==> src/rtl/m_dm_ctrl_pkg.sv <==
// Shared access-type codes, FSM state encoding and legality helper for the
// M-stage data-memory controller.
package m_dm_ctrl_pkg;

   localparam logic [1:0] TYPE_W = 2'b00;
   localparam logic [1:0] TYPE_H = 2'b01;
   localparam logic [1:0] TYPE_B = 2'b10;

   typedef enum logic [1:0] {
      S_IDLE   = 2'b00,
      S_REQ    = 2'b01,
      S_WAIT_R = 2'b10,
      S_DONE   = 2'b11
   } state_t;

   // Natural alignment: words on 4-byte, halves on 2-byte boundaries; 2'b11 never legal.
   function automatic logic access_legal(input logic [1:0] acc_type,
                                         input logic [1:0] addr_lo);
      logic ok;
      ok = 1'b0;
      case (acc_type)
         TYPE_W:  ok = (addr_lo == 2'b00);
         TYPE_H:  ok = (addr_lo[0] == 1'b0);
         TYPE_B:  ok = 1'b1;
         default: ok = 1'b0;
      endcase
      return ok;
   endfunction

endpackage

==> src/rtl/m_dm_be.sv <==
// Byte-lane generator: turns access size and low address bits into byte
// enables, lane-replicated store data and a legality flag.
module m_dm_be
   import m_dm_ctrl_pkg::*;
(
   input  logic [1:0]  acc_type,
   input  logic [1:0]  addr_lo,
   input  logic [31:0] wdata,
   output logic [3:0]  be,
   output logic [31:0] lane_data,
   output logic        legal
);

   always_comb begin
      be        = 4'b0000;
      lane_data = wdata;
      legal     = access_legal(acc_type, addr_lo);
      case (acc_type)
         TYPE_W: be = 4'b1111;
         TYPE_H: begin
            be        = addr_lo[1] ? 4'b1100 : 4'b0011;
            lane_data = {2{wdata[15:0]}};
         end
         TYPE_B: begin
            be        = 4'b0001 << addr_lo;
            lane_data = {4{wdata[7:0]}};
         end
         default: be = 4'b0000;
      endcase
   end

endmodule

==> src/rtl/m_dm_ctrl.sv <==
// M-stage data-memory controller: req/gnt/rvalid bus handshake, pipeline
// stall generation and capture of the raw read word for the extension stage.
module m_dm_ctrl
   import m_dm_ctrl_pkg::*;
#(
   parameter int AW = 32,
   parameter int DW = 32
)(
   input  logic          clk,
   input  logic          reset_n,
   input  logic          req_valid,
   input  logic          req_we,
   input  logic [1:0]    req_type,
   input  logic [AW-1:0] req_addr,
   input  logic [DW-1:0] req_wdata,
   output logic          stall,
   output logic          bus_req,
   output logic          bus_we,
   output logic [AW-1:0] bus_addr,
   output logic [3:0]    bus_be,
   output logic [DW-1:0] bus_wdata,
   input  logic          bus_gnt,
   input  logic          bus_rvalid,
   input  logic [DW-1:0] bus_rdata,
   output logic [DW-1:0] rdata,
   output logic          rdata_valid,
   output logic [1:0]    ext_type,
   output logic [1:0]    ext_addr,
   output logic          exc_adel,
   output logic          exc_ades
);

   state_t        state;
   state_t        next_state;

   logic          lat_we;
   logic [1:0]    lat_type;
   logic [AW-1:0] lat_addr;
   logic [3:0]    lat_be;
   logic [DW-1:0] lat_wdata;

   logic [3:0]    be_now;
   logic [DW-1:0] lane_now;
   logic          legal_now;
   logic          latch_en;
   logic          capture;

   m_dm_be u_be (
      .acc_type  (req_type),
      .addr_lo   (req_addr[1:0]),
      .wdata     (req_wdata),
      .be        (be_now),
      .lane_data (lane_now),
      .legal     (legal_now)
   );

   always_ff @(posedge clk or negedge reset_n) begin
      if (!reset_n) state <= S_IDLE;
      else          state <= next_state;
   end

   // Legality and exceptions only matter in IDLE; later states belong to the in-flight op.
   always_comb begin
      next_state = state;
      stall      = 1'b0;
      bus_req    = 1'b0;
      latch_en   = 1'b0;
      capture    = 1'b0;
      exc_adel   = 1'b0;
      exc_ades   = 1'b0;
      case (state)
         S_IDLE: begin
            if (req_valid) begin
               if (legal_now) begin
                  stall      = 1'b1;
                  latch_en   = 1'b1;
                  next_state = S_REQ;
               end else begin
                  exc_adel = !req_we;
                  exc_ades = req_we;
               end
            end
         end
         S_REQ: begin
            bus_req = 1'b1;
            stall   = 1'b1;
            if (bus_gnt) begin
               if (lat_we) begin
                  next_state = S_DONE;
               end else if (bus_rvalid) begin
                  capture    = 1'b1;
                  next_state = S_DONE;
               end else begin
                  next_state = S_WAIT_R;
               end
            end
         end
         S_WAIT_R: begin
            stall = 1'b1;
            if (bus_rvalid) begin
               capture    = 1'b1;
               next_state = S_DONE;
            end
         end
         S_DONE:  next_state = S_IDLE;
         default: next_state = S_IDLE;
      endcase
   end

   always_ff @(posedge clk or negedge reset_n) begin
      if (!reset_n) begin
         lat_we    <= 1'b0;
         lat_type  <= TYPE_W;
         lat_addr  <= '0;
         lat_be    <= 4'b0000;
         lat_wdata <= '0;
      end else if (latch_en) begin
         lat_we    <= req_we;
         lat_type  <= req_type;
         lat_addr  <= req_addr;
         lat_be    <= be_now;
         lat_wdata <= lane_now;
      end
   end

   // Read results persist until the next completed load overwrites them.
   always_ff @(posedge clk or negedge reset_n) begin
      if (!reset_n) begin
         rdata    <= '0;
         ext_type <= TYPE_W;
         ext_addr <= 2'b00;
      end else if (capture) begin
         rdata    <= bus_rdata;
         ext_type <= lat_type;
         ext_addr <= lat_addr[1:0];
      end
   end

   assign bus_we      = lat_we;
   assign bus_addr    = {lat_addr[AW-1:2], 2'b00};
   assign bus_be      = lat_be;
   assign bus_wdata   = lat_wdata;
   assign rdata_valid = (state == S_DONE) && !lat_we;

endmodule

==> config.mk <==
export PLATFORM = sky130hd
export DESIGN_NAME = m_dm_ctrl
export DESIGN_NICKNAME = d
export VERILOG_FILES = /design/src/rtl/m_dm_ctrl_pkg.sv /design/src/rtl/m_dm_be.sv /design/src/rtl/m_dm_ctrl.sv
export SDC_FILE = /design/constraint.sdc
export NUM_CORES = 1
export LEC_CHECK = 0
export ABC_AREA = 1
export ABC_CLOCK_PERIOD_IN_PS = 2780
export BUFFER_PORTS_ARGS = -buffer_cell sky130_fd_sc_hd__buf_2
export CAP_MARGIN = 10
export CORE_MARGIN = 2
export CORE_UTILIZATION = 28
export CTS_CLUSTER_DIAMETER = 200
export DETAILED_ROUTE_END_ITERATION = 12
export PLACE_DENSITY_LB_ADDON = 0.12
export SLEW_MARGIN = 10
export SYNTH_ARGS = -nofsm -noshare
export SYNTH_HDL_FRONTEND = slang
export SYNTH_SLANG_ARGS = --single-unit
==> constraint.sdc <==
create_clock -name clk -period 2.78 [get_ports clk]
set_clock_uncertainty 0.15 [all_clocks]
set_input_delay 0.834 -clock clk [delete_from_list [all_inputs] [get_ports clk]]
set_output_delay 0.834 -clock clk [all_outputs]
set_load 0.1 [all_outputs]
; Word level (Yosys, flattened, before mapping)
; Index checks and enable logic that the tools add are counted.
[totals]
latch_bits = 0
register_bits = 109
out_inout_bits = 110
n_memories = 0
ramBits = 0
rom_bits = 0
[classes]
bitwise = 1
addsub = 0
n_div = 0
reduce_logical = 8
shifts = 1
n_lt_le_gt_ge = 0
mux = 26
mul = 0
eq_ne = 9
[ops]
columns = operator, n
row1 = 32-bit case mux with 2 select lines, 1
row2 = 1-bit 2-to-1 mux, 15
row3 = 4-bit case mux with 3 select lines, 1
row4 = 2-bit 2-to-1 mux, 4
row5 = 2-bit != test (second input constant), 4
row6 = 2-bit case mux with 4 select lines, 1
row7 = 2-bit equality test (second input constant), 3
row8 = 2-bit logical NOT, 3
row9 = 2-bit by 1-bit equality test with 1-bit output (second input constant), 2
row10 = 4-bit 2-to-1 mux, 1
row11 = 1-bit case mux with 2 select lines, 2
row12 = 4-bit AND reduction, 1
row13 = 1-bit by 2-bit left shift with 4-bit output (first input constant), 1
row14 = 1-bit case mux with 3 select lines, 1
row15 = 1-bit logical NOT, 2
row16 = 2-bit OR reduction, 1
row17 = 1-bit logical AND, 1
row18 = 1-bit inverter, 1

; Depth between registers and ports, before layout
[depth]
depth_word = 5
ltp_mapped = 10
mapped_depth_nobuf = 9

; Cells and area by module
; From an unflattened synthesis, not the netlist that was laid out.
[hier_totals]
hier_cells = 654
area_unflattened_um2 = 5343.9
[modules_own_cells]
columns = module, area_per_inst_um2, cells_each, seq_area_each_um2, n_inst
row1 = m_dm_ctrl, 4743.3, 530, 2727.6, 1
row2 = m_dm_be, 600.6, 124, 0.0, 1

; Worst setup path before layout
; OpenSTA, ideal clock, no wires.
[synth_path]
path_kind = input to output
startpoint = input req_type[0]
endpoint = output stall
n_path_buf = 1
arrival_ps = 3048
required_time_ps = 1796
setup_slack_ps = -1252
stages = 7
cell_sequence = inv_1 > ha_1 > nand3_1 > nand2_1 > nand3_4 > buf_2 > a21oi_1
[synth_via]
elab_chain_cells = 5
elab_cells_between_ends = 7
[synth_lines]
columns = item, line
row1 = from (decl), m_dm_ctrl.sv:13  ; input logic [1:0] req_type,
row2 = 2-bit equality test (tied with other cells), m_dm_ctrl_pkg.sv:21  ; case (acc_type)
row3 = 1-bit case mux with 3 select lines (*), m_dm_ctrl_pkg.sv:21
row4 = 1-bit 2-to-1 mux (*), m_dm_ctrl.sv:74  ; if (legal_now) begin
row5 = 1-bit 2-to-1 mux (*), m_dm_ctrl.sv:73  ; if (req_valid) begin
row6 = 1-bit case mux with 2 select lines (*), m_dm_ctrl.sv:71  ; case (state)
row7 = to (decl), m_dm_ctrl.sv:16  ; output logic stall,
; Every way passes the cells marked *; elsewhere a longest branch is shown, timed or not.

; Worst setup path after layout
[layout_path]
startpoint = input req_type[1]
endpoint = output exc_adel
[layout_via]
elab_chain_cells = 5
elab_cells_between_ends = 7
[layout_lines]
columns = item, line
row1 = 2-bit equality test (tied with other cells), m_dm_ctrl_pkg.sv:21
row2 = 1-bit case mux with 3 select lines (*), m_dm_ctrl_pkg.sv:21
row3 = 1-bit 2-to-1 mux (*), m_dm_ctrl.sv:74
row4 = 1-bit 2-to-1 mux (*), m_dm_ctrl.sv:73
row5 = 1-bit 2-to-1 mux (*), m_dm_ctrl.sv:71
row6 = to (decl), m_dm_ctrl.sv:29  ; output logic exc_adel,
; Marks and branches as above.

==> flow_summary.yaml <==
layout:
  instances_no_fill: 1036
  syn2layout_area_growth_pct: 32.8
  seq_area_um2: 2730
  drive_gt1_share_pct: 33.7
  multiInputGateArea_um2: 1910
  n_fill_cell: 1881
  finish.utilization_pct: 37.6
  nets: 914
critical_path:
  cpMaxStageDelayCell: "buf_12"
  crit_path_max_incr_delay_ns: 0.18
  r2r-end: "bus_be[0]"
  reg2reg_from: "state[0]"
  r2r_setup_slack_ns: 0.53
  cp-end-kind: "primary output"
  path_buf_inv: 3
  crit_type: "in -> out"
  rr_worst_depth: 9
  worstPathRequired_ns: 1.80
  arrival_ns: 1.79
  cp_top_family: "simple AND/OR/NAND/NOR gates"
  crit_fanout: 3
  critical_path_depth: 9
  path_cells: "buf_12 > inv_12 > ha_4 > a21oi_2 > nand2_2 > nand2_2 > nand2_4 > nor2_4 > buf_12"
  startpoint_type: "input pin"
yosys:
  netlist_area_um2: 5050
  yosys.area.top_type: "dfrtp_1"
  synth_top_area_share_pct: 54.1
  netlist_instances: 617
  yosys_warnings: 0
  syn_area_per_cell_um2: 8.18
  synthTopCellsByArea: "dfrtp_1, nand2_1, buf_4"
  ys_types: 20
  yosys_register_bits: 109
  yosysSeqAreaShare_pct: 54.1
detailed_routing:
  wl_per_cell_um: 13.7
  detail-route-antenna-nets: 0
  dr.pass1.iters: 4
  drc: 0
  via_per_inst: 4.30
  drt-initial-drc-count: 145
  via_count: 4455
  finalWirelength_um: 14200
grt:
  grt.total_usage_pct: 15.0
  grt_pass1_wl_um: 23300
  grt-ovfl-total: 0
  grt_max_degree: 67
  antenna_found_initial: 1
  grt_pass1_vias: 4579
placement:
  gp_congestion: 0.830
  io_buffer_count: 211
  pre_cts_slack_ns: -0.170
  hpwl_um: 10400
  placed_cells: 1016
sta:
  grt_setup_unrepaired: "true"
  tightestPinTransition_ns: 0.926
  fin_setup_tns_ns: 0
  hold_violations: 0
  finalSetupViolCount: 0
  period_needed_ns: 2.77
  relSlewSlack_pct: 37.6
  fin_ws_ns: 0.00818
  drv_slew: 0
  fin_crit_sh_pct: 99.7
  timing.fmax_mhz: 361
clocking:
  clk_pin_slew_ns: 0.07
  cts-htree-levels: 3
  clockRootBuffer: "clkbuf_16"
  worstSkewPairLatency_ns: 0.35
  numCtsBuffers: 9
  cts_hold_buf: 0
  clk_path_buf_depth: 2
  cts_tree: "done"
  cts.sinks: 109
floorplan:
  io_pins: 214
  die_w_um: 138
  core_um2: 17800
  dieHeight_um: 138
  start_util_pct: 28.3
  dieArea_um2: 19100
  row_count: 49
min_path:
  hold_class: "in -> async"
flow_run:
  maxCapViolCount: 0
status:
  status: "completed"
[final cells by class]
| cell class | count | area share (%) |
|---|---|---|
| clock buffer | 11 | 3.62 |
| sequential | 109 | 40.7 |
| clock inverter | 5 | 1.23 |
| tap | 229 | 4.28 |
| multi-input combinational | 424 | 28.5 |
| antenna | 1 | 0.0373 |
| inverter | 25 | 1.70 |
| timing repair buffer | 232 | 19.9 |
[flip-flops by register name, summed over array words and instances (netlist names)]
register / count
bus_wdata: 32
bus_we: 1
ext_type: 2
state: 2
rdata: 32
ext_addr: 2
lat_addr: 32
bus_be: 4
lat_type: 2
[layer usage]
layer  global-route usage [%]  share of wire [%]  up-vias
met1                     19.0                 44     2046
met2                     24.4                 46      142
met4                     4.89                1.3        0
met5                        0                  0        -
met3                     4.99                8.0       14
li1                         -                  -     2253
[Yosys cell counts, drive strengths merged]
cell type / n
nor2: 6
a22o: 8
buf: 55
clkbuf: 5
dfrtp: 109
o21ai: 27
a21oi: 5
nand3: 44
nand2: 322
conb: 1
o22ai: 1
inv: 25
ha: 9
[kinds of logic (layout without fill, tap and decap cells)]
| logic type | count (synthesis) | count (layout) | synth area share (%) |
|---|---|---|---|
| fa+ha+maj | 9 | 9 | 2.23 |
| flops | 109 | 109 | 54.1 |
| buf+inv | 85 | 273 | 9.84 |
| other cells | 1 | 3 | 0.0743 |
| compound gates | 41 | 41 | 4.69 |
| simple gates | 372 | 372 | 29.1 |
[worst reg2reg max path, stage by stage, from the launching register on]
cell     delay [ns]
dfrtp_1        0.42
inv_2          0.09
ha_2           0.20
nand2_1        0.07
inv_2          0.06
nand3_4        0.09
buf_4          0.10
buf_4          0.39
buf_4          0.42
o21ai_0        0.13
[cell usage in the layout (no fill, tap or decap), types with 2 or more instances in the layout]
master / synthesis / routed
ha_4: 0 / 3
o21ai_0: 27 / 27
nand2_2: 2 / 4
nor2_1: 6 / 3
ha_1: 9 / 5
bufinv_16: 0 / 2
a22o_1: 8 / 8
conb_1: 1 / 2
nand2_1: 320 / 317
buf_4: 36 / 18
inv_1: 21 / 16
buf_12: 0 / 8
clkbuf_16: 0 / 9
a21oi_1: 5 / 3
buf_2: 14 / 205
inv_6: 0 / 2
nor2_4: 0 / 2
dfrtp_1: 109 / 108
inv_2: 3 / 6
nand3_1: 43 / 43
[per-stage QoR]
step / cell area (µm²) / hold WS [ns]
finish: 6700 / 0.137
global route: 6700 / 0.132
detailed placement: 6310 / 0.305
global placement: 6310 / 0.297
CTS: 6690 / 0.122
floorplan: 5140 / 0.300
[timing repair]
item,4_1_cts,5_1_grt
setup endpoints to repair,3,3
cloned,0,0
hold endpoints to repair,0,0
pin swaps,3,1
gates resized for setup,9,3
buffers inserted,2,1
[how the worst max path moves through the flow]
stage | slack (ns) | to | from
2_1_floorplan | -0.31 | stall | req_type[0]
3_3_place_gp | -0.15 | exc_adel | req_type[1]
3_5_place_dp | -0.17 | exc_adel | req_type[1]
4_1_cts | -0.009 | exc_adel | req_type[1]
5_1_grt | -0.03 | exc_adel | req_type[1]
6_report | 0.008 | exc_adel | req_type[1]
Power is not shown: default switching activity piles up to over one toggle a cycle in this logic, so the estimate is an artifact.
